==> src/rtl/clk_tick_gen.sv <==
// clk_tick_gen
// Multi-channel clock-enable generator running entirely in the CLK_50M domain.
// Each channel divides the clock by a runtime divisor. It produces a one-cycle
// TICK enable and a 50%-duty SQ square wave. New divisors are adopted only at
// safe points (hold, idle or period boundary), so a running period is never cut
// short. A request made mid-period is parked in a shadow register until the
// period ends.

module clk_tick_gen #(
    parameter int          NCH      = 4,
    parameter int          WIDTH    = 16,
    parameter int unsigned DIV_INIT = 27
) (
    input  logic                 CLK_50M,
    input  logic                 RST,
    input  logic [NCH-1:0]       EN,
    input  logic [NCH*WIDTH-1:0] DIV,
    input  logic [NCH-1:0]       LOAD,
    input  logic                 SYNC,
    output logic [NCH-1:0]       TICK,
    output logic [NCH-1:0]       SQ,
    output logic [NCH-1:0]       PEND
);

    localparam logic [WIDTH-1:0] DIV_RESET = WIDTH'(DIV_INIT);
    localparam logic [WIDTH-1:0] ONE       = WIDTH'(1);

    for (genvar k = 0; k < NCH; k++) begin : g_ch

        logic [WIDTH-1:0] cnt;
        logic [WIDTH-1:0] act;
        logic [WIDTH-1:0] shd;
        logic             tick_q;
        logic             sq_q;
        logic             pend_q;

        logic [WIDTH-1:0] div_k;
        logic             idle;
        logic             terminal;
        logic             load_now;

        assign div_k = DIV[k*WIDTH +: WIDTH];

        // A divisor of zero parks the channel.
        assign idle = (act == '0);

        // The terminal edge is the last count of the current period. It only
        // exists while the channel is running.
        assign terminal = EN[k] && !idle && (cnt == act - ONE);

        // A load can be applied straight away whenever it cannot truncate a
        // running period: the channel is frozen, idle, or the period is ending.
        assign load_now = !EN[k] || idle || terminal;

        // Per-channel counter, divisor bookkeeping and registered outputs.
        always_ff @(posedge CLK_50M) begin
            if (RST) begin
                cnt    <= '0;
                act    <= DIV_RESET;
                shd    <= DIV_RESET;
                tick_q <= 1'b0;
                sq_q   <= 1'b0;
                pend_q <= 1'b0;
            end else if (SYNC) begin
                cnt    <= '0;
                tick_q <= 1'b0;
                sq_q   <= 1'b0;
                pend_q <= 1'b0;
                if (LOAD[k]) begin
                    act <= div_k;
                end else if (pend_q) begin
                    act <= shd;
                end
            end else begin
                if (idle) begin
                    cnt    <= '0;
                    tick_q <= 1'b0;
                end else if (!EN[k]) begin
                    tick_q <= 1'b0;
                end else if (terminal) begin
                    cnt    <= '0;
                    tick_q <= 1'b1;
                    sq_q   <= ~sq_q;
                end else begin
                    cnt    <= cnt + ONE;
                    tick_q <= 1'b0;
                end

                if (LOAD[k]) begin
                    if (load_now) begin
                        act    <= div_k;
                        pend_q <= 1'b0;
                    end else begin
                        shd    <= div_k;
                        pend_q <= 1'b1;
                    end
                end else if (pend_q && terminal) begin
                    act    <= shd;
                    pend_q <= 1'b0;
                end
            end
        end

        assign TICK[k] = tick_q;
        assign SQ[k]   = sq_q;
        assign PEND[k] = pend_q;

    end

endmodule

==> config.mk <==
export PLATFORM = sky130hd
export DESIGN_NAME = clk_tick_gen
export DESIGN_NICKNAME = d
export VERILOG_FILES = /design/src/rtl/clk_tick_gen.sv
export SDC_FILE = /design/constraint.sdc
export NUM_CORES = 1
export LEC_CHECK = 0
export CAP_MARGIN = 10
export CORE_UTILIZATION = 47
export DETAILED_ROUTE_END_ITERATION = 8
export GPL_TIMING_DRIVEN = 0
export MAX_ROUTING_LAYER = met4
export PLACE_DENSITY = 0.7
export SLEW_MARGIN = 20
export SYNTH_ARGS = -nofsm -noshare
export SYNTH_HDL_FRONTEND = slang
export SYNTH_SLANG_ARGS = --single-unit
export TNS_END_PERCENT = 30
==> constraint.sdc <==
create_clock -name CLK_50M -period 2.7 [get_ports CLK_50M]
set_input_delay 0.27 -clock CLK_50M [delete_from_list [all_inputs] [get_ports CLK_50M]]
set_output_delay 0.27 -clock CLK_50M [all_outputs]
set_load 0.005 [all_outputs]
## After elaboration in Yosys (flattened, before gate mapping)

Index checks and enable logic that the tools add are counted.

- Flip-flop bits (word level): 204
- Bits of input ports: 75
- Output and inout bits: 12
- Word-level logic and storage cells: 166

- $add $sub $neg: 8
- Equal/unequal tests: 12
- Mux-type cells: 44
- Bitwise logic cells: 17
- Reductions and logical operators: 61

Operators by type and width:

| cell | count |
|---|---|
| $mux W16 | 28 |
| $add A16 B1 Y16 const B | 4 |
| $eq A16 B16 Y1 | 4 |
| $logic_not A16 Y1 | 4 |
| $sub A16 B1 Y16 const B | 4 |
| $reduce_and A3 Y1 | 12 |
| $not A1 Y1 | 17 |
| $mux W1 | 16 |
| $reduce_or A4 Y1 | 4 |
| $logic_and A1 B1 Y1 | 12 |
| $ne A3 B1 Y1 const B | 4 |
| $ne A3 B2 Y1 const B | 4 |
| $reduce_bool A3 Y1 | 4 |
| $reduce_or A3 Y1 | 4 |
| $logic_not A1 Y1 | 8 |
| $logic_or A1 B1 Y1 | 8 |
| $reduce_bool A2 Y1 | 4 |
| $reduce_or A2 Y1 | 1 |

## Logic depth before layout (Yosys ltp)

- Depth after elaboration: 8
- Depth in mapped cells: 13

## Worst setup path before layout

No wires, ideal clock.

- Path type: register to register
- Start: register g_ch[2].act[0]
- End: register g_ch[2].cnt[10]
- Setup time: 0.132 ns
- Arrival: 2.859 ns
- Slack: -0.291 ns
- Stages on the path, launching flop included: 12
- Path buffers: 2
- Clock period less this slack: 2.991 ns
- Cells stage by stage: dfxtp_1 -> clkbuf_1 -> inv_1 -> ha_1 -> o21ba_2 -> a221oi_1 -> a41oi_1 -> nor4_1 -> o2111ai_1 -> nor4b_2 -> buf_2 -> nor3_1

- Longest elaborated chain between the ends: 5

RTL lines:

| what | line | RTL |
|---|---|---|
| start, declared | 31 | `logic [WIDTH-1:0] act;` |
| start signal, assigned | 70 | `act <= div_k;` |
| start signal, assigned | 91 | `act <= div_k;` |
| parallel branches: the longest is 5 deep, another holds $sub A16 B1 Y16 | -- |  |
| end signal, assigned | 85 | `cnt <= cnt + ONE;` |
| end, declared | 30 | `logic [WIDTH-1:0] cnt;` |

Parallel ways; which one is timed is not known.
A chain may end at the register's enable or synchronous reset.

## Worst setup path after layout

- Start: register g_ch[0].act[11]
- End: register g_ch[0].act[9]

- Longest elaborated chain between the ends: 7

RTL lines:

| what | line |
|---|---|
| start, declared | 31 |
| start signal, assigned | 70 |
| start signal, assigned | 91 |
| parallel branches: the longest is 6 deep, another holds $sub A16 B1 Y16 | -- |
| $reduce_and A3 Y1 (no line) * | -- |

Mark *: on every way between the ends.

==> impl_metrics.csv <==
group,metric,value,unit
setup_path,crit_chain,"or4_4, or3_1, a2111o_1, a221oi_4, and4_4, o22ai_4, buf_8, mux2_4",
setup_path,worst-path-stages,8,
yosys,syn_nets,1471,
clock_tree,cts_hold_buf,0,
power_and_ir_drop,leakage,5.525,nW
sta,finalCriticalPeriod,2.897,ns
setup_path,timing.rr.end,"g_ch[0].act[9]$_SDFFE_PP0P_",
floorplan,fp.dieW,161.9,µm
yosys,synth-main-ff-cell,"dfxtp_1",
sta,min_period_over_period,1.073,
setup_path,cp-end-kind,"flop",
worst_hold_path,min_path_type,"input pin to flop",
global_routing,grt.total_usage,0.2356,
global_routing,antenna_found_initial,1,
run_status,failed_checks,"setup timing",
sta,rsz0062_at_grt,"true",
power_and_ir_drop,combPwrFrac,0.138,
setup_path,path_class,"flop to flop",
yosys,synth_area_leaders,"dfxtp_1 34%, mux2i_1 11%, nand2b_1 5.9%, xor2_1 5.6%, nor2_1 5.5%",
sta,slew_headroom,0.4668,
sta,layout_setup_ws,-0.1966,ns
yosys,yosysTopAreaCellShare,0.3397,
power_and_ir_drop,power_frac_seq,0.432,
setup_path,crit_buf_inv,1,
finish,layout-drive-gt1-share,0.1529,
placement,dp_hpwl,21840,µm
power_and_ir_drop,switching_share,0.2545,
setup_path,r2r_slack,-0.20,ns
sta,max_freq,345.2,MHz
clock_tree,worstSkewPairLatency,0.52,ns
sta,fin_skew,0.007292,ns
worst_hold_path,min_from,"EN[3]",
yosys,yosysWarningCount,0,
yosys,ys_ff_latch,204,
yosys,syn_inst,1384,
clock_tree,ctsLongestPathBuffers,3,
setup_path,crit_fanout,7,
setup_path,critPathSlowestCell,"or4_4",
route,drcViolationCount,0,
clock_tree,htree_levels,1,
yosys,mappedNetlistArea,0.01202,mm²
yosys,ys_types,69,
global_routing,grt_pass1_vias,9643,
setup_path,r2r_cells,8,
route,avgRoutedWirePerCell,16.46,µm
worst_hold_path,whs_path_depth,3,
worst_hold_path,hold_end,"g_ch[3].cnt[1]$_SDFFE_PP0P_",
finish,finalInstanceArea,0.01485,mm²
sta,setup_violations,34,
floorplan,dieArea,0.02622,mm²
setup_path,critPathArrivalTime,3.30,ns
power_and_ir_drop,clkPwrFrac,0.430,
clock_tree,clkSinkCount,204,
placement,numPortBuffers,78,
setup_path,cp.required,3.10,ns
placement,dp_cells,1792,
setup_path,r2r_start,"g_ch[0].act[11]$_SDFFE_PP0P_",
route,drtIter0Drc,647,
route,antenna_left,0,
finish,finalNetCount,1599,
sta,final_max_slew_viol_count,0,
global_routing,grt.overflow.total,0,
job,max-cap-violations,0,
floorplan,die_h,161.9,µm
clock_tree,clock-root-buffer,"clkbuf_16",
run_status,status,"complete, but fails checks",
sta,worst_slew_pin_slew,0.7998,ns
sta,final_hold_viol_count,0,
floorplan,initial_core_util,0.4788,
yosys,synth_most_common_cell,"dfxtp_1",
yosys,synthTopCellsByCount,"204 x dfxtp_1, 175 x nor2_1, 134 x mux2i_1",
route,drt_wl_total,30640,µm
power_and_ir_drop,max-vdd-ir-drop,0.0003814,V
route,vias_per_cell,5.503,
route,first_pass_iters,5,
setup_path,cp-start-kind,"flop",
finish,finalCoreUtilization,0.5916,
floorplan,num_rows,58,
clock_tree,cts_tree,"done",
power_and_ir_drop,pwr_density_cell,503.4,mW/mm²
global_routing,grt_start_max_net_pins,13,
yosys,synth_edf_count,0,
global_routing,grt_pass1_wl,49130,µm
clock_tree,clkTransAtPathRegs,0.06,ns
clock_tree,cts_buffers,24,
yosys,async_reset_ff_frac,0,
yosys,ys_seq_area_frac,0.3397,
route,vias,10241,
finish,stdcell_count,1861,
setup_path,max_stage_delay,0.53,ns
yosys,synth_top_area_cell,"dfxtp_1",
placement,gp_congestion,0.8744,
setup_path,cp_top_family,"simple AND/OR/NAND/NOR gates",
placement,pre_cts_ws,-0.6560,ns
placement,dpl_cell_area,0.01333,mm²
yosys,avgSynthCellArea,8.687,µm²
power_and_ir_drop,p_int,0.005575,W
floorplan,ios,87,
finish,area_growth,23.55,%
sta,fin_tns_setup,-4.216,ns
power_and_ir_drop,netSwitchingPower,0.001903,W
floorplan,core,0.02511,mm²
==> how the worst max path moves through the flow <==
stage | start | endpoint | slack [ns]
finish | g_ch[0].act[11]$_SDFFE_PP0P_ | g_ch[0].act[9]$_SDFFE_PP0P_ | -0.20
detailed placement | g_ch[1].act[0]$_SDFFE_PP1P_ | g_ch[1].cnt[10]$_SDFFE_PP0P_ | -0.66
CTS | g_ch[0].act[11]$_SDFFE_PP0P_ | g_ch[0].act[9]$_SDFFE_PP0P_ | -0.17
global route | g_ch[0].act[11]$_SDFFE_PP0P_ | g_ch[0].act[9]$_SDFFE_PP0P_ | -0.25
global placement | g_ch[1].act[0]$_SDFFE_PP1P_ | g_ch[1].cnt[10]$_SDFFE_PP0P_ | -0.56
floorplan | g_ch[1].act[2]$_SDFFE_PP0P_ | g_ch[1].act[10]$_SDFFE_PP0P_ | -0.03
==> registers in the layout (all words and copies together) (netlist names) <==
| signal | flops |
|---|---|
| g_ch.shd | 64 |
| g_ch.tick_q | 4 |
| g_ch.act | 64 |
| g_ch.sq_q | 4 |
| g_ch.pend_q | 4 |
| g_ch.cnt | 64 |
==> per-stage QoR <==
step | hold slack [ns] | total power (W)
3_3_place_gp | 0.4570 | 0.004176
3_5_place_dp | 0.4643 | 0.004195
5_1_grt | 0.1388 | 0.007772
2_1_floorplan | 0.4253 | 0.003884
4_1_cts | 0.1255 | 0.007495
6_report | 0.1485 | 0.007477
==> power groups by stage <==
stage | sequential [W] | clock, W | combinational, W
final | 0.00323 | 0.00321 | 0.00103
after global routing | 0.00324 | 0.00341 | 0.00111
after CTS | 0.00322 | 0.00329 | 0.000984
after detailed placement | 0.00327 | 0 | 0.000924
after global placement | 0.00327 | 0 | 0.000909
after floorplan | 0.00324 | 0 | 0.000642
==> per-layer routing <==
metal  global-route usage  vias to the layer above  wire [µm]
li1                     -                     5050          -
met1               0.3073                     4905      14210
met3              0.03115                       58       1270
met5                    -                        -          0
met2               0.3810                      228      14380
met4              0.06647                        0        782
==> layout by cell type (no fill, tap or decap), drive strengths merged, types with 20 or more instances in the layout <==
| master | instances |
|---|---|
| clkdlybuf4s50 | 78 |
| xor2 | 77 |
| clkbuf | 96 |
| nor3 | 44 |
| nand2b | 114 |
| mux2 | 48 |
| xnor2 | 58 |
| dfxtp | 204 |
| nor2b | 65 |
| nand3 | 28 |
| mux2i | 134 |
| o21ai | 20 |
| nor2 | 175 |
| a211oi | 22 |
| buf | 68 |
| nand4 | 37 |
| nand2 | 53 |
==> layout make-up <==
| cell class | instances | area [µm²] |
|---|---|---|
| Antenna cell | 1 | 2.502 |
| Buffer | 96 | 548.0 |
| Clock buffer | 38 | 734.5 |
| Clock inverter | 6 | 55.05 |
| Fill cell | 2215 | 10250 |
| Inverter | 13 | 48.80 |
| Multi-Input combinational cell | 1065 | 7893 |
| Sequential cell | 204 | 4118 |
| Tap cell | 330 | 412.9 |
| Timing Repair Buffer | 108 | 1042 |
==> cells by family (layout without fill, tap and decap cells) <==
kind of cell | after synthesis | after routing | share of synthesized area
AO/OA/AOI/OAI | 124 | 124 | 0.07399
XOR/XNOR | 136 | 136 | 0.1002
adder cells (fa/ha/maj) | 12 | 12 | 0.01249
buffers and inverters | 116 | 261 | 0.04433
flip-flops | 204 | 204 | 0.3397
multiplexers | 182 | 182 | 0.1584
other | 0 | 1 | 0
AND/OR/NAND/NOR | 610 | 611 | 0.2709
==> tightest hold or removal path: stages <==
cell and delay [ns]:
clkbuf_1 0.17, nand3_1 0.11, a21oi_1 0.06
==> timing repair <==
action                                 4_1_cts  5_1_grt
endpoints found under the hold margin        0        0
cloned                                       1        0
buffers inserted                            20       10
pin swaps                                   16       20
setup endpoints to repair                  197      172
resized for setup                           62       62
No activity file was read; power rests on OpenSTA's default activity.
